===== src/rtl/uart_div_sched_if.sv =====
// rtl/uart_div_sched_if.sv - byte stream and divider handshake bundle for uart_div_sched
interface uart_div_sched_if #(
    parameter int DATA_W = 16
);
    logic              rx_valid;
    logic [7:0]        rx_data;
    logic              tx_start;
    logic [7:0]        tx_data;
    logic              tx_busy;
    logic              div_start;
    logic [DATA_W-1:0] div_a;
    logic [DATA_W-1:0] div_b;
    logic              div_done;
    logic [DATA_W-1:0] div_q;
    logic [DATA_W-1:0] div_r;

    modport master (
        input  rx_valid, rx_data, tx_busy, div_done, div_q, div_r,
        output tx_start, tx_data, div_start, div_a, div_b
    );

    modport slave (
        output rx_valid, rx_data, tx_busy, div_done, div_q, div_r,
        input  tx_start, tx_data, div_start, div_a, div_b
    );
endinterface


===== src/rtl/uart_div_sched.sv =====
// rtl/uart_div_sched.sv - UART request/response sequencer around a shared multi-cycle divider
module uart_div_sched #(
    parameter int         DATA_W      = 16,
    parameter int         TIMEOUT_CYC = 500000,
    parameter logic [7:0] ST_OK       = 8'h00,
    parameter logic [7:0] ST_DIV0     = 8'hE1
) (
    input  logic              clk,
    input  logic              rst,
    uart_div_sched_if.master  bus,
    output logic [DATA_W-1:0] led_q,
    output logic              busy,
    output logic              timeout,
    output logic              ovr
);
    localparam int FRAME_B = 2 * DATA_W / 8;
    localparam int RSP_B   = FRAME_B + 1;
    localparam int CNT_W   = $clog2(TIMEOUT_CYC + 1);
    localparam int FI_W    = $clog2(FRAME_B);
    localparam int RI_W    = $clog2(RSP_B);
    localparam logic [FI_W-1:0]  FI_LAST  = FI_W'(FRAME_B - 1);
    localparam logic [RI_W-1:0]  RI_LAST  = RI_W'(RSP_B - 1);
    localparam logic [CNT_W-1:0] CNT_LAST = CNT_W'(TIMEOUT_CYC - 1);

    typedef enum logic [2:0] {
        S_COLLECT, S_CHECK, S_LAUNCH, S_WAIT_DIV,
        S_LOAD_RSP, S_SEND, S_TX_GUARD, S_TX_WAIT
    } state_t;

    state_t              state, state_nxt;
    logic [FI_W-1:0]     fidx;
    logic [RI_W-1:0]     ridx;
    logic [CNT_W-1:0]    cnt;
    logic [2*DATA_W-1:0] frame;
    // Response bytes packed low-first: status, q, r.
    logic [8*RSP_B-1:0]  rsp;
    logic [7:0]          tx_hold;
    logic [7:0]          rsp_byte;
    logic                rx_take;
    logic                b_zero;

    assign rx_take     = bus.rx_valid && (state == S_COLLECT);
    assign b_zero      = (frame[2*DATA_W-1:DATA_W] == '0);
    assign rsp_byte    = rsp[8*ridx +: 8];
    assign busy        = (state != S_COLLECT);
    assign ovr         = bus.rx_valid && (state != S_COLLECT);
    assign bus.div_a   = frame[DATA_W-1:0];
    assign bus.div_b   = frame[2*DATA_W-1:DATA_W];
    // New byte appears exactly on the launch pulse and is held until the next one.
    assign bus.tx_data = bus.tx_start ? rsp_byte : tx_hold;

    always_comb begin
        state_nxt     = state;
        bus.div_start = 1'b0;
        bus.tx_start  = 1'b0;
        timeout       = 1'b0;
        case (state)
            S_COLLECT: begin
                if (rx_take && fidx == FI_LAST) state_nxt = S_CHECK;
                timeout = !bus.rx_valid && (fidx != '0) && (cnt == CNT_LAST);
            end
            S_CHECK:    state_nxt = b_zero ? S_LOAD_RSP : S_LAUNCH;
            S_LAUNCH: begin
                bus.div_start = 1'b1;
                state_nxt     = S_WAIT_DIV;
            end
            S_WAIT_DIV: if (bus.div_done) state_nxt = S_LOAD_RSP;
            S_LOAD_RSP: state_nxt = S_SEND;
            S_SEND: begin
                if (!bus.tx_busy) begin
                    bus.tx_start = 1'b1;
                    state_nxt    = S_TX_GUARD;
                end
            end
            S_TX_GUARD: state_nxt = S_TX_WAIT;
            S_TX_WAIT:  if (!bus.tx_busy) state_nxt = (ridx == RI_LAST) ? S_COLLECT : S_SEND;
            default:    state_nxt = S_COLLECT;
        endcase
    end

    always_ff @(posedge clk or negedge rst) begin
        if (!rst) begin
            state   <= S_COLLECT;
            fidx    <= '0;
            ridx    <= '0;
            cnt     <= '0;
            frame   <= '0;
            rsp     <= '0;
            tx_hold <= '0;
            led_q   <= '0;
        end else begin
            state <= state_nxt;
            if (rx_take) begin
                frame[8*fidx +: 8] <= bus.rx_data;
                fidx               <= (fidx == FI_LAST) ? '0 : fidx + 1'b1;
                cnt                <= '0;
            end else if (timeout) begin
                fidx <= '0;
                cnt  <= '0;
            end else if (state == S_COLLECT && fidx != '0) begin
                cnt <= cnt + 1'b1;
            end
            if (state == S_CHECK && b_zero)
                rsp <= {frame[DATA_W-1:0], {DATA_W{1'b1}}, ST_DIV0};
            if (state == S_WAIT_DIV && bus.div_done) begin
                rsp   <= {bus.div_r, bus.div_q, ST_OK};
                led_q <= bus.div_q;
            end
            if (state == S_LOAD_RSP) ridx <= '0;
            if (bus.tx_start) tx_hold <= rsp_byte;
            if (state == S_TX_WAIT && !bus.tx_busy && ridx != RI_LAST) ridx <= ridx + 1'b1;
        end
    end
endmodule


===== src/flat_wrapper.sv =====
// flat-port wrapper written by rule: the top's interface ports become plain ports
module uart_div_sched_flat 
#(
    parameter int         DATA_W      = 16,
    parameter int         TIMEOUT_CYC = 500000,
    parameter logic [7:0] ST_OK       = 8'h00,
    parameter logic [7:0] ST_DIV0     = 8'hE1
)
  (clk, rst, led_q, busy, timeout, ovr, bus_rx_valid, bus_rx_data, bus_tx_busy, bus_div_done, bus_div_q, bus_div_r, bus_tx_start, bus_tx_data, bus_div_start, bus_div_a, bus_div_b);
  uart_div_sched_if #(.DATA_W(DATA_W)) bus_i ();
  input  logic clk;
  input  logic rst;
  output logic [DATA_W-1:0] led_q;
  output logic busy;
  output logic timeout;
  output logic ovr;
  input wire logic [$bits(bus_i.rx_valid)-1:0] bus_rx_valid;
  input wire logic [$bits(bus_i.rx_data)-1:0] bus_rx_data;
  input wire logic [$bits(bus_i.tx_busy)-1:0] bus_tx_busy;
  input wire logic [$bits(bus_i.div_done)-1:0] bus_div_done;
  input wire logic [$bits(bus_i.div_q)-1:0] bus_div_q;
  input wire logic [$bits(bus_i.div_r)-1:0] bus_div_r;
  output wire logic [$bits(bus_i.tx_start)-1:0] bus_tx_start;
  output wire logic [$bits(bus_i.tx_data)-1:0] bus_tx_data;
  output wire logic [$bits(bus_i.div_start)-1:0] bus_div_start;
  output wire logic [$bits(bus_i.div_a)-1:0] bus_div_a;
  output wire logic [$bits(bus_i.div_b)-1:0] bus_div_b;
  assign bus_i.rx_valid = bus_rx_valid;
  assign bus_i.rx_data = bus_rx_data;
  assign bus_i.tx_busy = bus_tx_busy;
  assign bus_i.div_done = bus_div_done;
  assign bus_i.div_q = bus_div_q;
  assign bus_i.div_r = bus_div_r;
  assign bus_tx_start = bus_i.tx_start;
  assign bus_tx_data = bus_i.tx_data;
  assign bus_div_start = bus_i.div_start;
  assign bus_div_a = bus_i.div_a;
  assign bus_div_b = bus_i.div_b;
  uart_div_sched #(.DATA_W(DATA_W), .TIMEOUT_CYC(TIMEOUT_CYC), .ST_OK(ST_OK), .ST_DIV0(ST_DIV0)) u_core (.clk(clk), .rst(rst), .bus(bus_i), .led_q(led_q), .busy(busy), .timeout(timeout), .ovr(ovr));
endmodule

===== config.mk =====
export PLATFORM = sky130hd
export DESIGN_NAME = uart_div_sched_flat
export DESIGN_NICKNAME = d
export VERILOG_FILES = /design/src/rtl/uart_div_sched_if.sv /design/src/rtl/uart_div_sched.sv /design/src/flat_wrapper.sv
export SDC_FILE = /design/constraint.sdc
export NUM_CORES = 1
export LEC_CHECK = 0
export ABC_AREA = 1
export BUFFER_PORTS_ARGS = -buffer_cell sky130_fd_sc_hd__buf_2
export CAP_MARGIN = 10
export CORE_AREA = 8 8 108 110
export CTS_BUF_LIST = sky130_fd_sc_hd__clkbuf_4 sky130_fd_sc_hd__clkbuf_8
export DETAILED_ROUTE_END_ITERATION = 6
export DIE_AREA = 0 0 116 118
export PLACE_DENSITY = 0.94
export SYNTH_ARGS = -nofsm -noshare
export SYNTH_HDL_FRONTEND = slang
export SYNTH_SLANG_ARGS = --single-unit

===== constraint.sdc =====
create_clock -name clk -period 6.1 [get_ports clk]
set_input_delay 0.61 -clock clk [delete_from_list [all_inputs] [get_ports clk]]
set_output_delay 0.61 -clock clk [all_outputs]
set_load 0.05 [all_outputs]

==> results.sh <==
export IMPL_status="completed"
export IMPL_clock_latency_ns=0.43
export IMPL_postRouteAntennaNets=0
export IMPL_cts_setup_buffers=0
export IMPL_max_slew_margin=0.3628
export IMPL_seqPwrFrac=0.351
export IMPL_cts_tree="done"
export IMPL_cts_clk_slew_worst_paths_ns=0.07
export IMPL_dp_hpwl_microns=10940
export IMPL_swShare=0.5084
export IMPL_crit_type="flip-flop to output pin"
export IMPL_pwr_share_comb=0.484
export IMPL_end_kind="output pin"
export IMPL_grt_max_degree=77
export IMPL_drt_wl_total_microns=15240
export IMPL_final_setup_viol_count=0
export IMPL_grt_ovfl_total=0
export IMPL_slew_violations=0
export IMPL_ir_drop_mv=0.3282
export IMPL_std_cell_rows=37
export IMPL_grt_pass1_wl_microns=25420
export IMPL_drv_cap=0
export IMPL_core_area_sq_um=10000
export IMPL_cts_sinks=116
export IMPL_whs_ns=0.1468
export IMPL_ff2ff_setup_slack_ns=3.49
export IMPL_cts_buffer_depth=2
export IMPL_syn_nets=810
export IMPL_dr_pass1_iters=5
export IMPL_ys_seq_elements=116
export IMPL_worstPathArrival_ns=2.66
export IMPL_area_growth_pct=15.07
export IMPL_vias=5448
export IMPL_routabilityCongestion=0.9235
export IMPL_route_detailed_drc=0
export IMPL_synth_ff_type="dfrtp_1"
export IMPL_portBuffers=105
export IMPL_cts_hold_buf=0
export IMPL_async_reset_ff_frac=1.000
export IMPL_period_needed_ns=3.271
export IMPL_numCtsBuffers=17
export IMPL_critPathLaunchType="flip-flop"
export IMPL_crit_buf_inv=4
export IMPL_worst_pin_slew_ns=0.9559
export IMPL_cts_max_level=4
export IMPL_pwr_density_cell_nw_per_um2=547.0
export IMPL_cpMaxStageDelayCell="dfrtp_1"
export IMPL_antenna_found_initial=0
export IMPL_wl_per_cell_microns=15.21
export IMPL_pwr_share_clk=0.165
export IMPL_drtIter0Drc=373
export IMPL_synthCells=757
export IMPL_die_area_sq_um=13690
export IMPL_yosysWarnings=0
export IMPL_placed_cells=971
export IMPL_initial_core_util=0.5880
export IMPL_fin_util=0.6766
export IMPL_die_x_microns=116
export IMPL_clock_skew_ns=0.008760
export IMPL_die_h_microns=118
export IMPL_hold_class="input port to async pin"
export IMPL_leakage_uw=0.003426
export IMPL_fmaxAchievable_mhz=305.7
export IMPL_diodes=0
export IMPL_vias_per_cell=5.437
export IMPL_syn_avg_cell_area_sq_um=7.767
export IMPL_fin_tns_setup_ns=0
export IMPL_cpLargestDelayFamily="buffers and inverters"
export IMPL_crit_required_ns=5.49
export IMPL_syn_cell_area_sq_um=5879
export IMPL_grtUsageTotal=0.2321
export IMPL_rsz0062_at_grt="no"
export IMPL_critPathMaxStageDelay_ns=0.48
export IMPL_internal_power_uw=1819
export IMPL_synth_edf_count=0
export IMPL_switching_power_uw=1881
export IMPL_yosysUniqueCellTypes=35
export IMPL_path_cells="clkinv_1 -> ha_1 -> clkinv_1 -> nand3_2 -> inv_2 -> nand2_2 -> nor4_1 -> buf_2"
export IMPL_finalCritPeriodShare=0.5362
export IMPL_finalHoldViolCount=0
export IMPL_boundaryPins=106
export IMPL_cts_root_buf="clkbuf_8"
export IMPL_drive_gt1_frac=0.1836
export IMPL_grt_pass1_vias=5362
export IMPL_final_cells=1002
export IMPL_fin_nets=907
export IMPL_cts_resized=0
export IMPL_crit_path_frequent_cell="clkinv_1"
export IMPL_critPathMaxFanout=18
export IMPL_yosysSeqAreaShare=0.4937
-- cells in the mapped netlist, types with 6 or more instances --
master	count	area, sq um
a21oi_1	11	55.05
buf_2	11	55.05
buf_4	7	52.55
clkbuf_1	8	30.03
dfrtp_1	116	2903
ha_1	8	100.1
inv_1	73	274.0
nand2_1	213	799.5
nand3_1	67	335.3
nand4_1	25	156.4
nor2_1	90	337.8
nor2_2	7	43.79
nor3_1	6	30.03
o21a_1	16	120.1
o21ai_0	60	300.3
-- cell families (layout without fill, tap and decap cells) --
kind of cell	after synthesis	count (layout)	share of synthesized area
XOR/XNOR	5	5	0.007448
adder cells (fa/ha/maj)	8	8	0.01703
buffers and inverters	109	218	0.07938
flip-flops	116	116	0.4937
AO/OA/AOI/OAI	101	101	0.09640
AND/OR/NAND/NOR	418	418	0.3060
-- worst paths after layout --
check / to / cells after the start / start
min in group clk: u_core.rsp[39]$_DFFE_PN0P_ / 3 / bus_div_r[15]
min: u_core.tx_hold[0]$_DFF_PN0_ / 1 / rst
max: timeout / 8 / u_core.fidx[0]$_DFFE_PN0P_
max reg2reg: u_core.cnt[5]$_DFFE_PN0P_ / 10 / u_core.fidx[0]$_DFFE_PN0P_
min reg2reg: u_core.led_q[3]$_DFFE_PN0P_ / 1 / u_core.led_q[3]$_DFFE_PN0P_
max in group asynchronous: u_core.cnt[16]$_DFFE_PN0P_ / 2 / rst
-- layer usage --
metal	vias up	part of all wire	wire, microns	track usage
li1	2627	-	-	-
met1	2535	0.40	6090	0.2822
met2	244	0.49	7486	0.3767
met3	42	0.077	1180	0.05900
met4	0	0.032	485	0.1038
met5	-	0	0	0
-- flip-flops by register name (all words and copies together) (netlist names) --
name	count
u_core.cnt	19
u_core.fidx	2
u_core.frame	32
u_core.led_q	16
u_core.ridx	3
u_core.rsp	33
u_core.state	3
u_core.tx_hold	8
-- final cells by class --
class / count / area (sq um)
clock buffers: 21 / 276.5
clock inverters: 10 / 60.06
fillers: 846 / 3234
inverters: 80 / 302.8
multi-input cells: 532 / 2510
flip-flops and latches: 116 / 2903
well taps: 136 / 170.2
repair buffers: 107 / 543.0
-- per-stage QoR --
| stage | total power [uW] | setup WS [ns] | area (sq um) |
|---|---|---|---|
| 2_1_floorplan | 2647 | 2.702 | 5879 |
| 3_3_place_gp | 3037 | 3.432 | 6429 |
| 3_5_place_dp | 3093 | 3.321 | 6429 |
| 4_1_cts | 3712 | 2.828 | 6765 |
| 5_1_grt | 3925 | 2.590 | 6765 |
| 6_report | 3701 | 2.829 | 6765 |
-- cell usage in the layout, fill, tap and decap left out --
cell / netlist / layout
nor2_1: 90 / 90
nand3_2: 2 / 2
buf_4: 7 / 3
xnor2_1: 1 / 1
o21ai_0: 60 / 60
nor2_4: 1 / 1
clkinv_1: 3 / 3
nor3_1: 6 / 6
a31oi_1: 4 / 4
inv_1: 73 / 73
o31ai_1: 2 / 2
o21ai_1: 3 / 3
clkbuf_4: 0 / 2
buf_2: 11 / 104
nand2_2: 4 / 4
a21oi_1: 11 / 11
nand3_1: 67 / 67
ha_1: 8 / 8
clkbuf_8: 0 / 19
nand3_4: 1 / 1
nor3_4: 1 / 1
nand4_1: 25 / 25
o21bai_1: 1 / 1
dfrtp_1: 116 / 116
o21a_1: 16 / 16
nor2_2: 7 / 7
nand2_1: 213 / 213
clkinv_2: 0 / 6
inv_2: 3 / 3
xor2_1: 4 / 4
clkinvlp_4: 0 / 4
nor4_1: 1 / 1
o22ai_1: 2 / 2
o211ai_1: 1 / 1
o21ai_2: 1 / 1
inv_4: 1 / 1
-- power groups by stage --
stage,Clock [uW],Sequential (uW),Combinational [uW]
after floorplan,0,1760,887
after global placement,0,1290,1740
after detailed placement,0,1300,1790
after CTS,616,1300,1800
after global routing,651,1340,1940
final,610,1300,1790
(Power assumes the default switching activity.)
